<file path="src/rtl/parking_pkg.sv">
// Shared types and default constants for the parking lane gate sequencer.
package parking_pkg;

    typedef enum logic [1:0] {
        IDLE       = 2'd0,
        OPEN_ENTER = 2'd1,
        OPEN_EXIT  = 2'd2,
        CLOSE      = 2'd3
    } lane_state_t;

    typedef enum logic {
        ENTER = 1'b0,
        EXIT  = 1'b1
    } side_t;

    localparam int DEF_CAPACITY    = 3;
    localparam int DEF_OPEN_CYCLES = 8;

endpackage

</file>
<file path="src/rtl/gate_timer.sv">
// 8-bit loadable down-counter; expire flags the last running count (count == 1).
module gate_timer (
    input  logic       clk,
    input  logic       reset,
    input  logic       load,
    input  logic [7:0] load_val,
    input  logic       clear,
    output logic       expire
);

    logic [7:0] count;

    always_ff @(posedge clk or posedge reset) begin
        if (reset) begin
            count <= 8'd0;
        end else if (load) begin
            count <= load_val;
        end else if (clear) begin
            count <= 8'd0;
        end else if (count != 8'd0) begin
            count <= count - 8'd1;
        end
    end

    assign expire = (count == 8'd1);

endmodule

</file>
<file path="src/rtl/parking_lane_sequencer.sv">
// Shared entry/exit lane gate sequencer with occupancy tracking.
// Build option EXIT_PRIORITY_EN: exit always wins entry/exit ties instead of round-robin.
//
// state      | meaning
// IDLE       | gate closed, sampling eligible requests
// OPEN_ENTER | gate open for an entering car, waiting for pass or timeout
// OPEN_EXIT  | gate open for an exiting car, waiting for pass or timeout
// CLOSE      | gate closing, one cycle, then back to IDLE
module parking_lane_sequencer
    import parking_pkg::*;
#(
    parameter  int CAPACITY    = DEF_CAPACITY,
    parameter  int OPEN_CYCLES = DEF_OPEN_CYCLES,
    localparam int CNT_W       = $clog2(CAPACITY + 1)
) (
    input  logic             clk,
    input  logic             reset,
    input  logic             enter_req,
    input  logic             exit_req,
    input  logic             car_pass,
    output logic             gate_open,
    output logic             grant_enter,
    output logic             grant_exit,
    output logic [CNT_W-1:0] occupancy,
    output logic             full,
    output logic             empty,
    output logic             timeout_err
);

    lane_state_t state, next_state;
    logic        enter_ok, exit_ok;
    logic        timer_load, timer_clear, expire;
    logic        occ_inc, occ_dec, timeout_next;

`ifdef EXIT_PRIORITY_EN
    localparam lane_state_t TIE_STATE = OPEN_EXIT;
`else
    side_t       rr_last;
    lane_state_t tie_state;
    assign tie_state = (rr_last == EXIT) ? OPEN_ENTER : OPEN_EXIT;
`endif

    assign full     = (occupancy == CNT_W'(CAPACITY));
    assign empty    = (occupancy == '0);
    assign enter_ok = enter_req && !full;
    assign exit_ok  = exit_req && !empty;

    gate_timer u_gate_timer (
        .clk      (clk),
        .reset    (reset),
        .load     (timer_load),
        .load_val (8'(OPEN_CYCLES)),
        .clear    (timer_clear),
        .expire   (expire)
    );

    always_comb begin
        next_state   = state;
        timer_load   = 1'b0;
        occ_inc      = 1'b0;
        occ_dec      = 1'b0;
        timeout_next = 1'b0;
        case (state)
            IDLE: begin
                if (enter_ok && exit_ok) begin
`ifdef EXIT_PRIORITY_EN
                    next_state = TIE_STATE;
`else
                    next_state = tie_state;
`endif
                end else if (enter_ok) begin
                    next_state = OPEN_ENTER;
                end else if (exit_ok) begin
                    next_state = OPEN_EXIT;
                end
                timer_load = (next_state != IDLE);
            end
            OPEN_ENTER: begin
                if (car_pass) begin
                    next_state = CLOSE;
                    occ_inc    = 1'b1;
                end else if (expire) begin
                    next_state   = CLOSE;
                    timeout_next = 1'b1;
                end
            end
            OPEN_EXIT: begin
                if (car_pass) begin
                    next_state = CLOSE;
                    occ_dec    = 1'b1;
                end else if (expire) begin
                    next_state   = CLOSE;
                    timeout_next = 1'b1;
                end
            end
            default: next_state = IDLE;
        endcase
        timer_clear = (next_state == CLOSE);
    end

    always_ff @(posedge clk or posedge reset) begin
        if (reset) begin
            state       <= IDLE;
            gate_open   <= 1'b0;
            grant_enter <= 1'b0;
            grant_exit  <= 1'b0;
            timeout_err <= 1'b0;
            occupancy   <= '0;
        end else begin
            state       <= next_state;
            gate_open   <= (next_state == OPEN_ENTER) || (next_state == OPEN_EXIT);
            grant_enter <= (next_state == OPEN_ENTER);
            grant_exit  <= (next_state == OPEN_EXIT);
            timeout_err <= timeout_next;
            // eligibility gating should make these unreachable
            assert (!(occ_inc && full)) else $error("occupancy overflow attempt");
            assert (!(occ_dec && empty)) else $error("occupancy underflow attempt");
            if (occ_inc) begin
                occupancy <= occupancy + CNT_W'(1);
            end else if (occ_dec) begin
                occupancy <= occupancy - CNT_W'(1);
            end
        end
    end

`ifndef EXIT_PRIORITY_EN
    always_ff @(posedge clk or posedge reset) begin
        if (reset) begin
            rr_last <= EXIT;
        end else if (timer_load) begin
            rr_last <= (next_state == OPEN_ENTER) ? ENTER : EXIT;
        end
    end
`endif

endmodule
</file>
<file path="config.mk">
export PLATFORM = sky130hd
export DESIGN_NAME = parking_lane_sequencer
export DESIGN_NICKNAME = d
export VERILOG_FILES = /design/src/rtl/parking_pkg.sv /design/src/rtl/gate_timer.sv /design/src/rtl/parking_lane_sequencer.sv
export SDC_FILE = /design/constraint.sdc
export NUM_CORES = 1
export LEC_CHECK = 0
export ABC_AREA = 1
export BUFFER_PORTS_ARGS = -buffer_cell sky130_fd_sc_hd__buf_2
export CORE_ASPECT_RATIO = 0.75
export CORE_MARGIN = 2
export CORE_UTILIZATION = 35
export CTS_BUF_LIST = sky130_fd_sc_hd__clkbuf_4 sky130_fd_sc_hd__clkbuf_8
export DETAILED_ROUTE_END_ITERATION = 7
export HOLD_SLACK_MARGIN = 0.12
export PLACE_DENSITY = 0.58
export SLEW_MARGIN = 5
export SYNTH_ARGS = -nofsm -noshare
export SYNTH_HDL_FRONTEND = slang
export SYNTH_SLANG_ARGS = --single-unit
</file>
<file path="constraint.sdc">
create_clock -name clk -period 2.25 [get_ports clk]
set_input_delay 0 -clock clk [delete_from_list [all_inputs] [get_ports clk]]
set_output_delay 0 -clock clk [all_outputs]
set_load 0.03 [all_outputs]
</file>
After elaboration in Yosys (flattened, before gate mapping)

Cells that the tools add are included.

Bits in registers: 17
Bits of input ports: 5
Output and inout bits: 8
Word-level logic and storage cells: 52

Add/subtract/negate cells: 3
Equality and inequality tests: 7
Mux-type cells: 21
Reduce and logical (&&, ||, !) cells: 13

Operators with widths:

| kind                                                               | count |
|---|---|
| 8-bit two-way mux                                                  | 3 |
| 2-bit two-way mux                                                  | 9 |
| 2-bit == test, second input constant                               | 4 |
| 8-bit by 1-bit == test with 1-bit output, second input constant    | 1 |
| 1-bit two-way mux                                                  | 8 |
| 8-bit nonzero test                                                 | 1 |
| 8-bit by 1-bit subtractor with 8-bit output, second input constant | 1 |
| 2-bit by 1-bit == test with 1-bit output, second input constant    | 2 |
| 2-bit zero test                                                    | 2 |
| 2-bit case mux with 2 select lines                                 | 1 |
| 2-bit nonzero test                                                 | 2 |
| 1-bit logical AND                                                  | 3 |
| 3-bit nonzero test                                                 | 1 |
| 2-bit by 1-bit adder with 2-bit output, second input constant      | 1 |
| 1-bit zero test                                                    | 2 |
| 2-bit OR reduction                                                 | 1 |
| 2-bit by 1-bit subtractor with 2-bit output, second input constant | 1 |
| 1-bit logical OR                                                   | 1 |

Depth between registers and ports, before layout

Gate-level depths: netlist of run 1.

Word-level depth: 11
Gate-level depth with buffers: 14
Depth with buffers taken out: 14

Modules after synthesis

A second synthesis of run 1 with hierarchy kept.

Cell total of the unflattened synthesis: 146
Area, all modules: 1152.4 um^2

Modules (own cells, without submodules):

| module                 | times used | cells an instance | area an instance (um^2) | seq. area each (um^2) |
|---|---|---|---|---|
| gate_timer             | 1          | 79                | 586.8                   | 200.2 |
| parking_lane_sequencer | 1          | 67                | 565.5                   | 226.5 |

Least setup slack after synthesis of run 1

OpenSTA, ideal clock, no wires.

Path type: reg2reg
Start point: register occupancy[0]
End point: register u_gate_timer.count[3]
Library setup time: 0.065 ns
Arrival: 1.921 ns
Data required time: 2.185 ns
Slack: 0.264 ns
Cell stages (with the launch flop): 13
Path buffers: 0
Period minus slack after synthesis: 1.986 ns
Path through: dfrtp_1 > nor2_1 > nor2_1 > nand3_1 > nand3_2 > nand2_1 > nand2_2 > inv_1 > ha_1 > inv_1 > nand4_1 > nand3_1 > nand2_1

Cells in the longest elaborated chain, start to end: 11
Elaborated cells on any way between the ends: 18
Classes of those cells: eq/ne: 2; mux: 8; reduce/logical: 8

Ends and longest elaborated chain:

| element                              | RTL line                      | source |
|---|---|---|
| start, declared                      | parking_lane_sequencer.sv:24  | `output logic [CNT_W-1:0] occupancy,` |
| start signal, assigned               | parking_lane_sequencer.sv:119 | `occupancy <= occupancy + CNT_W'(1);` |
| start signal, assigned               | parking_lane_sequencer.sv:121 | `occupancy <= occupancy - CNT_W'(1);` |
| 2-bit zero test *                    | parking_lane_sequencer.sv:44  | `assign empty = (occupancy == '0);` |
| net empty                            | parking_lane_sequencer.sv:26  | `output logic empty,` |
| 1-bit zero test *                    | parking_lane_sequencer.sv:46  | `assign exit_ok = exit_req && !empty;` |
| 1-bit logical AND *                  | parking_lane_sequencer.sv:46  |  |
| 2-bit two-way mux                    | parking_lane_sequencer.sv:73  | `end else if (exit_ok) begin` |
| 2-bit two-way mux                    | parking_lane_sequencer.sv:71  | `end else if (enter_ok) begin` |
| 2-bit two-way mux *                  | parking_lane_sequencer.sv:65  | `if (enter_ok && exit_ok) begin` |
| 2-bit two-way mux *                  | parking_lane_sequencer.sv:63  | `case (state)` |
| 2-bit case mux with 2 select lines * | parking_lane_sequencer.sv:63  |  |
| net next_state[1]                    | parking_lane_sequencer.sv:30  | `lane_state_t state, next_state;` |
| 2-bit == test *                      | parking_lane_sequencer.sv:98  | `timer_clear = (next_state == CLOSE);` |
| 8-bit two-way mux                    | gate_timer.sv:18              | `end else if (clear) begin` |
| 8-bit two-way mux                    | gate_timer.sv:16              | `end else if (load) begin` |
| end signal, assigned                 | gate_timer.sv:17              | `count <= load_val;` |
| end signal, assigned                 | gate_timer.sv:21              | `count <= count - 8'd1;` |
| end, declared                        | gate_timer.sv:11              | `logic [7:0] count;` |

The timed path passes the listed nets; every way through them passes the cells marked *. The select of a mux whose other input is x is not followed.
A chain may end at the register's enable or synchronous reset.

Worst setup path in the final report of run 1

Start point: register state[1]
End point: register u_gate_timer.count[3]

Elaborated cells on any way between the ends: 17
Classes of those cells: eq/ne: 3; mux: 10; reduce/logical: 4

RTL lines:

| element                                                                          | RTL line                      | source |
|---|---|---|
| start, declared                                                                  | parking_lane_sequencer.sv:30  |  |
| start signal, assigned                                                           | parking_lane_sequencer.sv:110 | `state <= next_state;` |
| 2-bit == test / 2-bit by 1-bit == test with 1-bit output (equally long branches) | parking_lane_sequencer.sv:63  |  |
| 2-bit OR reduction (no line)                                                     | -                             |  |
| 2-bit case mux with 2 select lines *                                             | parking_lane_sequencer.sv:63  |  |
| net next_state[0]                                                                | parking_lane_sequencer.sv:30  |  |
| 2-bit == test *                                                                  | parking_lane_sequencer.sv:98  |  |
| 8-bit two-way mux                                                                | gate_timer.sv:18              |  |
| 8-bit two-way mux                                                                | gate_timer.sv:16              |  |

Marked as above.

==> results of run 1 <==
[area by class of cell]
| cell class | count | area (µm²) |
|---|---|---|
| Sequential cell | 17 | 427 |
| Tap cell | 38 | 47.5 |
| Clock inverter | 1 | 5.00 |
| Multi-Input combinational cell | 99 | 538 |
| Inverter | 30 | 113 |
| Clock buffer | 3 | 41.3 |
| Timing Repair Buffer | 14 | 80.1 |
| Fill cell | 309 | 1680 |
[metrics by stage]
step,power (mW),cell area [µm²],hold WS (ns)
finish,1.96,1250,0.220
global placement,1.71,1180,0.121
CTS,1.98,1250,0.225
global route,2.19,1250,0.269
detailed placement,1.75,1180,0.128
floorplan,1.47,1080,-0.0747
[worst max-delay path, delay by kind of cell, from the launching register on]
family | cells | cell delay (ns)
adder cells (fa/ha/maj) | 2 | 0.51
AND/OR/NAND/NOR | 6 | 0.50
flip-flops | 1 | 0.41
buffers and inverters | 4 | 0.39
AO/OA/AOI/OAI | 1 | 0.05
[cell families (layout without fill, tap and decap cells)]
group | count (synthesis) | in the layout
adder cells (fa/ha/maj) | 10 | 10
flip-flops | 17 | 17
AO/OA/AOI/OAI | 7 | 7
AND/OR/NAND/NOR | 79 | 79
buffers and inverters | 30 | 48
XOR/XNOR | 3 | 3
[cells in the final DEF, fill, tap and decap left out]
cell type / n
nor2_1: 23
clkinv_2: 1
dfstp_2: 1
a21oi_1: 4
o21ai_0: 3
nor3_1: 1
buf_2: 12
nand4_1: 1
ha_1: 10
nor2_2: 1
inv_2: 3
nand2_1: 34
nand3_4: 1
nand3_2: 1
dfrtp_1: 16
nand3_1: 11
dlygate4sd3_1: 2
xor2_1: 3
nand2_2: 5
inv_1: 27
clkbuf_8: 3
or2_2: 1
[state kept, by name, indices dropped and copies added, names as in the netlist]
| signal | flops |
|---|---|
| state | 2 |
| occupancy | 2 |
| gate_open | 1 |
| grant_enter | 1 |
| timeout_err | 1 |
| grant_exit | 1 |
| rr_last | 1 |
| u_gate_timer.count | 8 |
[report_power, final]
| part | internal (mW) | switching [mW] |
|---|---|---|
| sequential | 0.450 | 0.0975 |
| clock | 0.123 | 0.101 |
| combinational | 0.401 | 0.783 |
| total | 0.974 | 0.982 |
[Yosys cell counts, drive strengths merged]
library cell	instances
a21oi	4
dfrtp	16
dfstp	1
ha	10
inv	30
nand2	39
nand3	13
nand4	1
nor2	24
nor3	1
o21ai	3
or2	1
xor2	3
[routing by layer]
layer	track usage [%]	up-vias
li1	-	474
met1	19.4	376
met2	19.4	24
met3	4.55	0
met4	2.00	0
met5	0	-
[what timing repair did]
action | 4_1_cts | 5_1_grt
setup buffers | 0 | 0
hold buffers | 2 | 0
endpoints found under the hold margin | 17 | 0
[worst paths after layout]
path,to,cells past startpoint
max,u_gate_timer.count[3]$_DFFE_PP0P_,13
min,rr_last$_DFFE_PP1P_,6
max reg2reg,u_gate_timer.count[3]$_DFFE_PP0P_,13
min reg2reg,rr_last$_DFFE_PP1P_,2
max in group asynchronous,u_gate_timer.count[5]$_DFFE_PP0P_,3
min in group asynchronous,u_gate_timer.count[1]$_DFFE_PP0P_,3
==> key figures, run 1 <==
Timing
  • Setup TNS: 0 ns
  • Tcrit/Tclk final: 87.0%
  • Final setup fails: 0
  • Max Clock Freq: 511 MHz
  • Slew @ Worst Pin: 0.626 ns
  • Slew HR: 58.2%
  • Min Tclk post-route: 1.96 ns
  • Final hold viol count: 0
  • Final worst slack: 0.293 ns
  • RSZ-0062 raised after global routing: false
  • Slew Limit Fails: 0
  • Worst Skew: 0.00151 ns

Power and ir drop
  • LEAKAGE: 0.730 nW
  • Max VDD drop: 0.000656 V
  • Pwr dens: 1560 mW/mm²

Global route
  • First-pass GRT wire length: 3540 µm
  • Initial antenna violation count: 0
  • GRT overflow: 0
  • Pin count of the biggest net entering global routing: 18
  • Total GRT Usage: 13.4%
  • Number of global-route vias before repair: 823

CTS
  • CTS Buf Count: 3
  • CTS tree: built
  • Htree depth: 1
  • CTS Root Cell: clkbuf_8
  • Clk slew on worst S/H paths: 0.06 ns
  • Clock tree buffer depth: 2
  • Clk sinks: 17
  • Clock latency on the worst-skew pair: 0.25 ns
  • Cts repair resizes: 0

Yosys
  • Syn avg cell area: 7.38 µm²
  • Post-synth top area share: 37.2%
  • Ys Warns: 0
  • Cell area after synthesis: 0.00108 mm²
  • Syn Nets: 161
  • Seq/Total Area, Yosys: 39.6%
  • Synth Area in Adders: 11.6%
  • Yosys reg bits: 17
  • Post-synthesis compound-gate area fraction: 3.25%
  • Syn Inst Count: 146
  • Leading area contributor after synthesis: dfrtp_1
  • Main combinational cell family by area after synthesis: simple AND/OR/NAND/NOR gates
  • Post-synthesis mux area share: 0%
  • Area contributors post-synth: dfrtp_1 37%, nand2_1 12%, ha_1 12%
  • Distinct cells, synth: 18
  • Synth Area in Simple Gates: 32.6%
  • Post-synthesis xor/xnor area fraction: 2.44%

Drt
  • DRT Pass-1 Iters: 4
  • Post-route ant nets: 0
  • Metal1 wirelength: 1030 µm
  • Vias: 874
  • DRT Wirelength: 1960 µm
  • 1st-iter DRT viols: 28
  • DR WL met2: 813 µm
  • Detail Route met3 WL: 114 µm
  • Via density: 4.33
  • DRC violations left: 0
  • Avg WL per Cell: 9.68 µm
  • Top sig layer: met3

Worst setup path
  • R2r startpoint: state[1]$_DFF_PP0_
  • Crit start category: flip-flop
  • Data arrival, critical path: 2.10 ns
  • Crit. End Element: flip-flop
  • Cell repeated most along the worst path: inv_1
  • Type of the worst setup path: reg -> reg
  • CP Max Fanout: 4
  • Cell-by-cell trace of the critical path: inv_1 > ha_1 > inv_1 > a21oi_1 > nor2_1 > nand2_1 > nand2_1 > inv_1 > ha_1 > inv_1 > nand4_1 > nand3_1 > nand2_1
  • Largest stage delay on the critical path: 0.41 ns
  • R2R setup slack: 0.29 ns
  • Critical path origin: state[1]$_DFF_PP0_
  • Crit-path slowest cell: dfrtp_1
  • Required time of the critical path: 2.39 ns

Floorplan
  • Row Count: 17
  • Initial Util: 36.7%
  • Die ar.: 0.00354 mm²
  • Total I/O pin count: 13
  • Core ar.: 0.00294 mm²
  • Die height: 52.0 µm
  • Die Wd: 68.1 µm

Place
  • Pre-CTS setup slack: 0.304 ns
  • Hpwl dp: 1610 µm
  • Placed cell count: 196
  • Port Buffers: 12
  • Routability cong.: 0.763

Finish
  • N_diodes: 0
  • Nets: 180
  • Layout cells sized above 1: 17.7%
  • Post-Route Utilization: 42.6%
  • Synthesis-to-finish area growth: 16.1%
  • Layout Cells excl Fill: 202

Worst hold path
  • Hold crit path type: in -> reg
  • Hold Path Origin: enter_req

Flow run
  • Max_cap viols: 0

Outcome
  • Status: finished, final reports clean
Power figures use the tool's default switching activity.
==> run 2: changes to the inputs <==
- CORE_MARGIN: 2 -> default
==> key figures, run 2 (synthesis gave the netlist of run 1 again) <==
Flow run
  • Max_cap viols: 0 (unchanged)

Worst setup path
  • Largest stage delay on the critical path: 0.42 ns (about the same)
  • Crit-path slowest cell: dfrtp_1
  • Crit path depth: 13 (unchanged)
  • R2R setup slack: 0.31 ns (about the same)
  • Crit. End Element: flip-flop
  • R2R cell count: 13 (unchanged)
  • WP buf/inv: 4 (unchanged)
  • Required time of the critical path: 2.40 ns (about the same)
  • Cell repeated most along the worst path: inv_1
  • CP Max Fanout: 4 (unchanged)
  • Critical path origin: state[1]$_DFF_PP0_
  • Data arrival, critical path: 2.09 ns (about the same)
  • Type of the worst setup path: reg -> reg
  • Crit-path leading delay family: simple AND/OR/NAND/NOR gates
  • Cell-by-cell trace of the critical path: inv_1 > ha_1 > inv_1 > a21oi_1 > nor2_1 > nand2_1 > nand2_1 > inv_1 > ha_1 > inv_1 > nand4_1 > nand3_1 > nand2_1
  • R2r startpoint: state[1]$_DFF_PP0_
  • Crit start category: flip-flop
  • Reg2reg end: u_gate_timer.count[3]$_DFFE_PP0P_

Power and ir drop
  • Pwr dens: 1570 mW/mm² (+0.44%)
  • Max VDD drop: 0.000870 V (+33%)
  • Sequential share of power: 27.9% (about the same)
  • Overall power: 1.96 mW (+0.44%)
  • P_sw: 0.989 mW (+0.75%)
  • Sw Ratio: 50.4% (+0.15 points)
  • Cell Int Power: 0.975 mW (+0.12%)
  • Comb pwr share: 60.7% (about the same)
  • Clk pwr share: 11.4% (about the same)
  • LEAKAGE: 0.730 nW (unchanged)

Drt
  • Post-route ant nets: 0 (unchanged)
  • DRT Wirelength: 2070 µm (+6.0%)
  • DRC violations left: 0 (unchanged)
  • Via density: 4.43 (+2.3%)
  • Avg WL per Cell: 10.3 µm (+6.0%)
  • 1st-iter DRT viols: 30 (+7.1%)
  • DRT Pass-1 Iters: 4 (unchanged)
  • Vias: 894 (+2.3%)

Place
  • Port Buffers: 12 (unchanged)
  • Cell area after placement: 0.00118 mm² (unchanged)
  • Routability cong.: 0.833 (+9.2%)
  • Hpwl dp: 1640 µm (+1.8%)

Timing
  • Slew Limit Fails: 0 (unchanged)
  • Slew HR: 56.3% (-1.9 points)
  • Worst Skew: 0.00376 ns (+0.00226 ns)
  • Slew @ Worst Pin: 0.655 ns (+0.0292 ns)
  • Tcrit/Tclk final: 86.4% (-0.58 points)
  • RSZ-0062 raised after global routing: false
  • Final setup fails: 0 (unchanged)
  • Max Clock Freq: 514 MHz (+0.67%)
  • Setup TNS: 0 ns (unchanged)
  • Hold_ws: 0.227 ns (+0.00710 ns)
  • Min Tclk post-route: 1.94 ns (-0.0130 ns)
  • Final hold viol count: 0 (unchanged)

Global route
  • Number of global-route vias before repair: 899 (+9.2%)
  • Total GRT Usage: 15.4% (+2.0 points)
  • First-pass GRT wire length: 3820 µm (+8.0%)
  • GRT overflow: 0 (unchanged)
  • Pin count of the biggest net entering global routing: 18 (unchanged)
  • Initial antenna violation count: 0 (unchanged)

Finish
  • Nets: 180 (unchanged)
  • Final Instance Area: 0.00125 mm² (unchanged)
  • Max reg flops: 8 (unchanged)
  • Layout cells sized above 1: 17.7% (unchanged)
  • Most frequent cells in the layout: 34 x nand2_1, 27 x inv_1, 23 x nor2_1, 16 x dfrtp_1, 12 x buf_2
  • Commonest non-fill, non-tap cell in the layout: nand2_1
  • N_diodes: 0 (unchanged)
  • Synthesis-to-finish area growth: 16.1% (unchanged)
  • Filler Cell Count: 306 (-0.97%)
  • Biggest register: u_gate_timer.count
  • Biggest regs: u_gate_timer.count (8), occupancy (2), state (2)
  • Post-Route Utilization: 42.6% (unchanged)

Floorplan
  • Die height: 50.0 µm (-3.8%)
  • Row Count: 17 (unchanged)
  • Die Wd: 66.1 µm (-2.9%)
  • Total I/O pin count: 13 (unchanged)
  • Die ar.: 0.00331 mm² (-6.7%)
  • Initial Util: 36.7% (unchanged)
  • Core ar.: 0.00294 mm² (unchanged)

Outcome
  • Status: finished, final reports clean

Worst hold path
  • Hold path cells: 6 (unchanged)
  • Hold Path Origin: enter_req
  • Hold crit path type: in -> reg
  • Hold path endpoint: rr_last$_DFFE_PP1P_

CTS
  • Htree depth: 1 (unchanged)
  • CTS Buf Count: 3 (unchanged)
  • Clk slew on worst S/H paths: 0.07 ns (about the same)
  • Clk sinks: 17 (unchanged)
  • Cts repair resizes: 0 (unchanged)
  • CTS tree: built
  • Clock tree buffer depth: 2 (unchanged)
  • CTS Root Cell: clkbuf_8
  • Clock latency on the worst-skew pair: 0.25 ns (about the same)
  • Post-CTS setup buffer count: 0 (unchanged)
## run 2: power groups by stage
stage / clock network, mW / logic [mW] / registers, mW
after floorplan: 0 / 0.854 / 0.617
after global placement: 0 / 1.17 / 0.546
after detailed placement: 0 / 1.20 / 0.552
after CTS: 0.233 / 1.21 / 0.549
after global routing: 0.244 / 1.39 / 0.569
final: 0.223 / 1.19 / 0.548
## run 2: timing repair
action / 4_1_cts / 5_1_grt
hold buffers: 2 / 0
setup endpoints to repair: 0 / 0
endpoints found under the hold margin: 17 / 0
## run 2: worst min-delay path, delay by kind of cell
family	cells	cell delay, ns
buf+inv	1	0.08
simple gates	5	0.39
## run 2: layout make-up
cell class | count | area (µm²) | area share [%]
multi-input cells | 99 | 538 | 43.0
flip-flops and latches | 17 | 427 | 34.1
repair buffers | 14 | 80.1 | 6.40
clock inverters | 1 | 5.00 | 0.400
clock buffers | 3 | 41.3 | 3.30
well taps | 38 | 47.5 | 3.80
inverters | 30 | 113 | 9.00
## run 2: layer usage
layer  routed length, µm  global-route usage [%]
met2                 901                    24.8
met3                  62                    4.86
met4                  22                    4.96
met5                   0                       0
met1                1090                    19.3
## run 2: worst max path at each step
stage | end | slack [ns]
final | u_gate_timer.count[3]$_DFFE_PP0P_ | 0.31
after global routing | u_gate_timer.count[3]$_DFFE_PP0P_ | 0.12
after CTS | u_gate_timer.count[3]$_DFFE_PP0P_ | 0.29
after detailed placement | u_gate_timer.count[3]$_DFFE_PP0P_ | 0.30
after global placement | u_gate_timer.count[3]$_DFFE_PP0P_ | 0.42
after floorplan | u_gate_timer.count[3]$_DFFE_PP0P_ | 0.26
## run 2: stage by stage
stage	setup slack, ns	instances
floorplan	0.264	146
global placement	0.419	196
finish	0.306	202
detailed placement	0.300	196
global route	0.124	202
CTS	0.287	202
==> run 3: changes to the inputs <==
- ABC_AREA: 1 -> 0
- GPL_TIMING_DRIVEN: default -> 0
==> key figures, run 3 <==
Outcome
  • Status: finished, final reports clean

CTS
  • Clock latency on the worst-skew pair: 0.25 ns (about the same)
  • CTS Buf Count: 3 (unchanged)
  • CTS Root Cell: clkbuf_8
  • Htree depth: 1 (unchanged)
  • Clk slew on worst S/H paths: 0.06 ns (about the same)
  • Clk sinks: 17 (unchanged)
  • CTS tree: built
  • Clock tree buffer depth: 2 (unchanged)

Power and ir drop
  • Pwr dens: 1680 mW/mm² (+7.1%)
  • LEAKAGE: 0.583 nW (-20%)
  • Overall power: 2.10 mW (+6.7%)
  • Max VDD drop: 0.000665 V (-24%)

Worst setup path
  • Cell repeated most along the worst path: ha_1
  • Crit start category: flip-flop
  • Data arrival, critical path: 2.21 ns (+0.12 ns)
  • Crit-path leading delay family: adder cells
  • Cell-by-cell trace of the critical path: inv_1 > ha_1 > nand4_1 > buf_4 > a31o_2 > ha_1 > a31oi_1 > and3_1
  • R2r startpoint: state[0]$_DFF_PP0_
  • R2R cell count: 8 (-5)
  • R2R setup slack: 0.23 ns (-0.07 ns)
  • Required time of the critical path: 2.45 ns (+0.05 ns)
  • CP Max Fanout: 6 (+2)
  • Largest stage delay on the critical path: 0.49 ns (+0.07 ns)
  • Crit. End Element: flip-flop
  • Type of the worst setup path: reg -> reg
  • WP buf/inv: 2 (-2)
  • Crit-path slowest cell: dfrtp_1
  • Reg2reg end: rr_last$_DFFE_PP1P_

Finish
  • Multi-input logic area: 601 µm² (+12%)
  • Commonest non-fill, non-tap cell in the layout: dfrtp_1
  • Filler Cell Count: 278 (-9.2%)
  • N_diodes: 0 (unchanged)
  • Biggest register: u_gate_timer.count
  • Max reg flops: 8 (unchanged)
  • Register area: 427 µm² (unchanged)
  • Nets: 137 (-24%)
  • Layout cells sized above 1: 28.1% (+10 points)
  • Most frequent cells in the layout: 16 x dfrtp_1, 14 x nor2_1, 12 x buf_2, 10 x ha_1, 9 x nand2_1
  • Synthesis-to-finish area growth: 19.1%
  • Biggest regs: u_gate_timer.count (8), occupancy (2), state (2)

Yosys
  • Cell area after synthesis: 0.00105 mm² (-2.8%)
  • Post-synth top area share: 38.2% (+1.1 points)
  • Post-synth EDFFs: 0 (unchanged)
  • Syn Inst Count: 102 (-30%)
  • Yosys reg bits: 17 (unchanged)
  • Syn Nets: 117 (-27%)
  • Ys Warns: 0 (unchanged)
  • Ys async rst share: 100% (unchanged)
  • Distinct cells, synth: 36 (+18)
  • Leading area contributor after synthesis: dfrtp_1
  • Syn avg cell area: 10.3 µm² (+39%)
  • Seq/Total Area, Yosys: 40.7% (+1.1 points)
  • Primary FF master, synth: dfrtp_1
  • Top-count cell post-synth: dfrtp_1
  • Synth top cells by count: 16 x dfrtp_1, 14 x nor2_1, 10 x ha_1, 9 x nand2_1, 8 x inv_1
  • Area contributors post-synth: dfrtp_1 38%, ha_1 12%, nor2_1 5.0%

Worst hold path
  • Hold path cells: 4 (-2)
  • Hold Path Origin: enter_req
  • Hold crit path type: in -> reg
  • Hold path endpoint: u_gate_timer.count[3]$_DFFE_PP0P_

Timing
  • Tcrit/Tclk final: 89.6% (+3.2 points)
  • Slew @ Worst Pin: 0.644 ns (-0.0109 ns)
  • Final hold viol count: 0 (unchanged)
  • Worst Skew: 0.00169 ns (-0.00207 ns)
  • Setup TNS: 0 ns (unchanged)
  • Slew HR: 57.0% (+0.73 points)
  • RSZ-0062 raised after global routing: false
  • Min Tclk post-route: 2.02 ns (+0.0727 ns)
  • Max Clock Freq: 496 MHz (-3.6%)
  • Slew Limit Fails: 0 (unchanged)
  • Final setup fails: 0 (unchanged)

Drt
  • Post-route ant nets: 0 (unchanged)
  • Via density: 4.99 (+13%)
  • DRC violations left: 0 (unchanged)
  • Vias: 783 (-12%)
  • Avg WL per Cell: 12.7 µm (+24%)
  • 1st-iter DRT viols: 19 (-37%)
  • DRT Wirelength: 1990 µm (-4.0%)
  • DRT Pass-1 Iters: 4 (unchanged)

Global route
  • Total GRT Usage: 14.1% (-1.3 points)
  • Number of global-route vias before repair: 728 (-19%)
  • GRT overflow: 0 (unchanged)
  • Initial antenna violation count: 0 (unchanged)
  • Pin count of the biggest net entering global routing: 18 (unchanged)
  • First-pass GRT wire length: 3390 µm (-11%)

Floorplan
  • Die Wd: 65.2 µm (-1.4%)
  • Core ar.: 0.00272 mm² (-7.2%)
  • Total I/O pin count: 13 (unchanged)
  • Die ar.: 0.00322 mm² (-2.7%)
  • Die height: 49.4 µm (-1.3%)
  • Row Count: 16 (-1)
  • Initial Util: 38.5% (+1.8 points)

Place
  • Port Buffers: 12 (unchanged)
  • Routability cong.: 0.798 (-4.3%)
  • Hpwl dp: 1480 µm (-9.8%)

Flow run
  • Max_cap viols: 0 (unchanged)
==> run 3: how the worst max path moves through the flow <==
stage / start / endpoint / slack (ns) / cells after the start
detailed placement: state[0]$_DFF_PP0_ / rr_last$_DFFE_PP1P_ / 0.1 / 7
global placement: state[0]$_DFF_PP0_ / rr_last$_DFFE_PP1P_ / 0.12 / 7
global route: state[0]$_DFF_PP0_ / rr_last$_DFFE_PP1P_ / 0.08 / 8
finish: state[0]$_DFF_PP0_ / rr_last$_DFFE_PP1P_ / 0.23 / 8
CTS: state[0]$_DFF_PP0_ / rr_last$_DFFE_PP1P_ / 0.09 / 7
floorplan: occupancy[0]$_DFFE_PP0P_ / rr_last$_DFFE_PP1P_ / 0.29 / 9
==> run 3: per-layer routing <==
layer  part of all wire, %  wire, µm  vias up  track usage, %
met1                    52      1040      363            20.1
met5                     0         0        -               0
met2                    41       814       23            19.6
met3                   5.5       110        4            5.14
li1                      -         -      393               -
met4                   1.3        25        0            4.35
==> run 3: per-stage QoR <==
stage	cell area [µm²]	instances	worst slack, ns	hold slack [ns]	util [%]
final	1250	157	0.233	0.203	45.8
after global routing	1250	157	0.0819	0.217	45.8
after CTS	1220	156	0.0859	0.192	44.8
after detailed placement	1150	150	0.0970	0.138	42.3
after global placement	1150	150	0.122	0.135	42.3
after floorplan	1050	102	0.287	-0.0747	-
==> run 3: tightest hold or removal path, cell delays in order <==
cell     delay (ns)
buf_2          0.13
and2_4         0.16
o41ai_4        0.07
o21ai_0        0.06
==> run 3: logic make-up after synthesis <==
logic type               synth area share [%]
AND/OR/NAND/NOR                          18.9
AO/OA/AOI/OAI                            17.4
flip-flops                               40.7
adder cells (fa/ha/maj)                  11.9
buffers and inverters                    3.94
XOR/XNOR                                 5.02
multiplexers                             2.03
==> run 3: what timing repair did <==
item | CTS | global route
setup buffers | 0 | 1
gates resized for setup | 0 | 3
endpoints found under the hold margin | 19 | 0
hold buffers | 2 | 0
setup endpoints to repair | 0 | 8
==> run 3: where the power goes <==
| part | total (mW) | internal (mW) | switching (mW) |
|---|---|---|---|
| registers | 0.599 | 0.453 | 0.146 |
| clock network | 0.225 | 0.123 | 0.103 |
| logic | 1.27 | 0.544 | 0.728 |
==> run 3: cell type report <==
cell class	count	share of cell area [%]
Buffer	1	0.903
Clock buffer	3	3.31
Clock inverter	1	0.401
Inverter	8	2.41
Multi-Input combinational cell	76	48.1
Sequential cell	17	34.2
Tap cell	36	3.61
Timing Repair Buffer	15	7.02
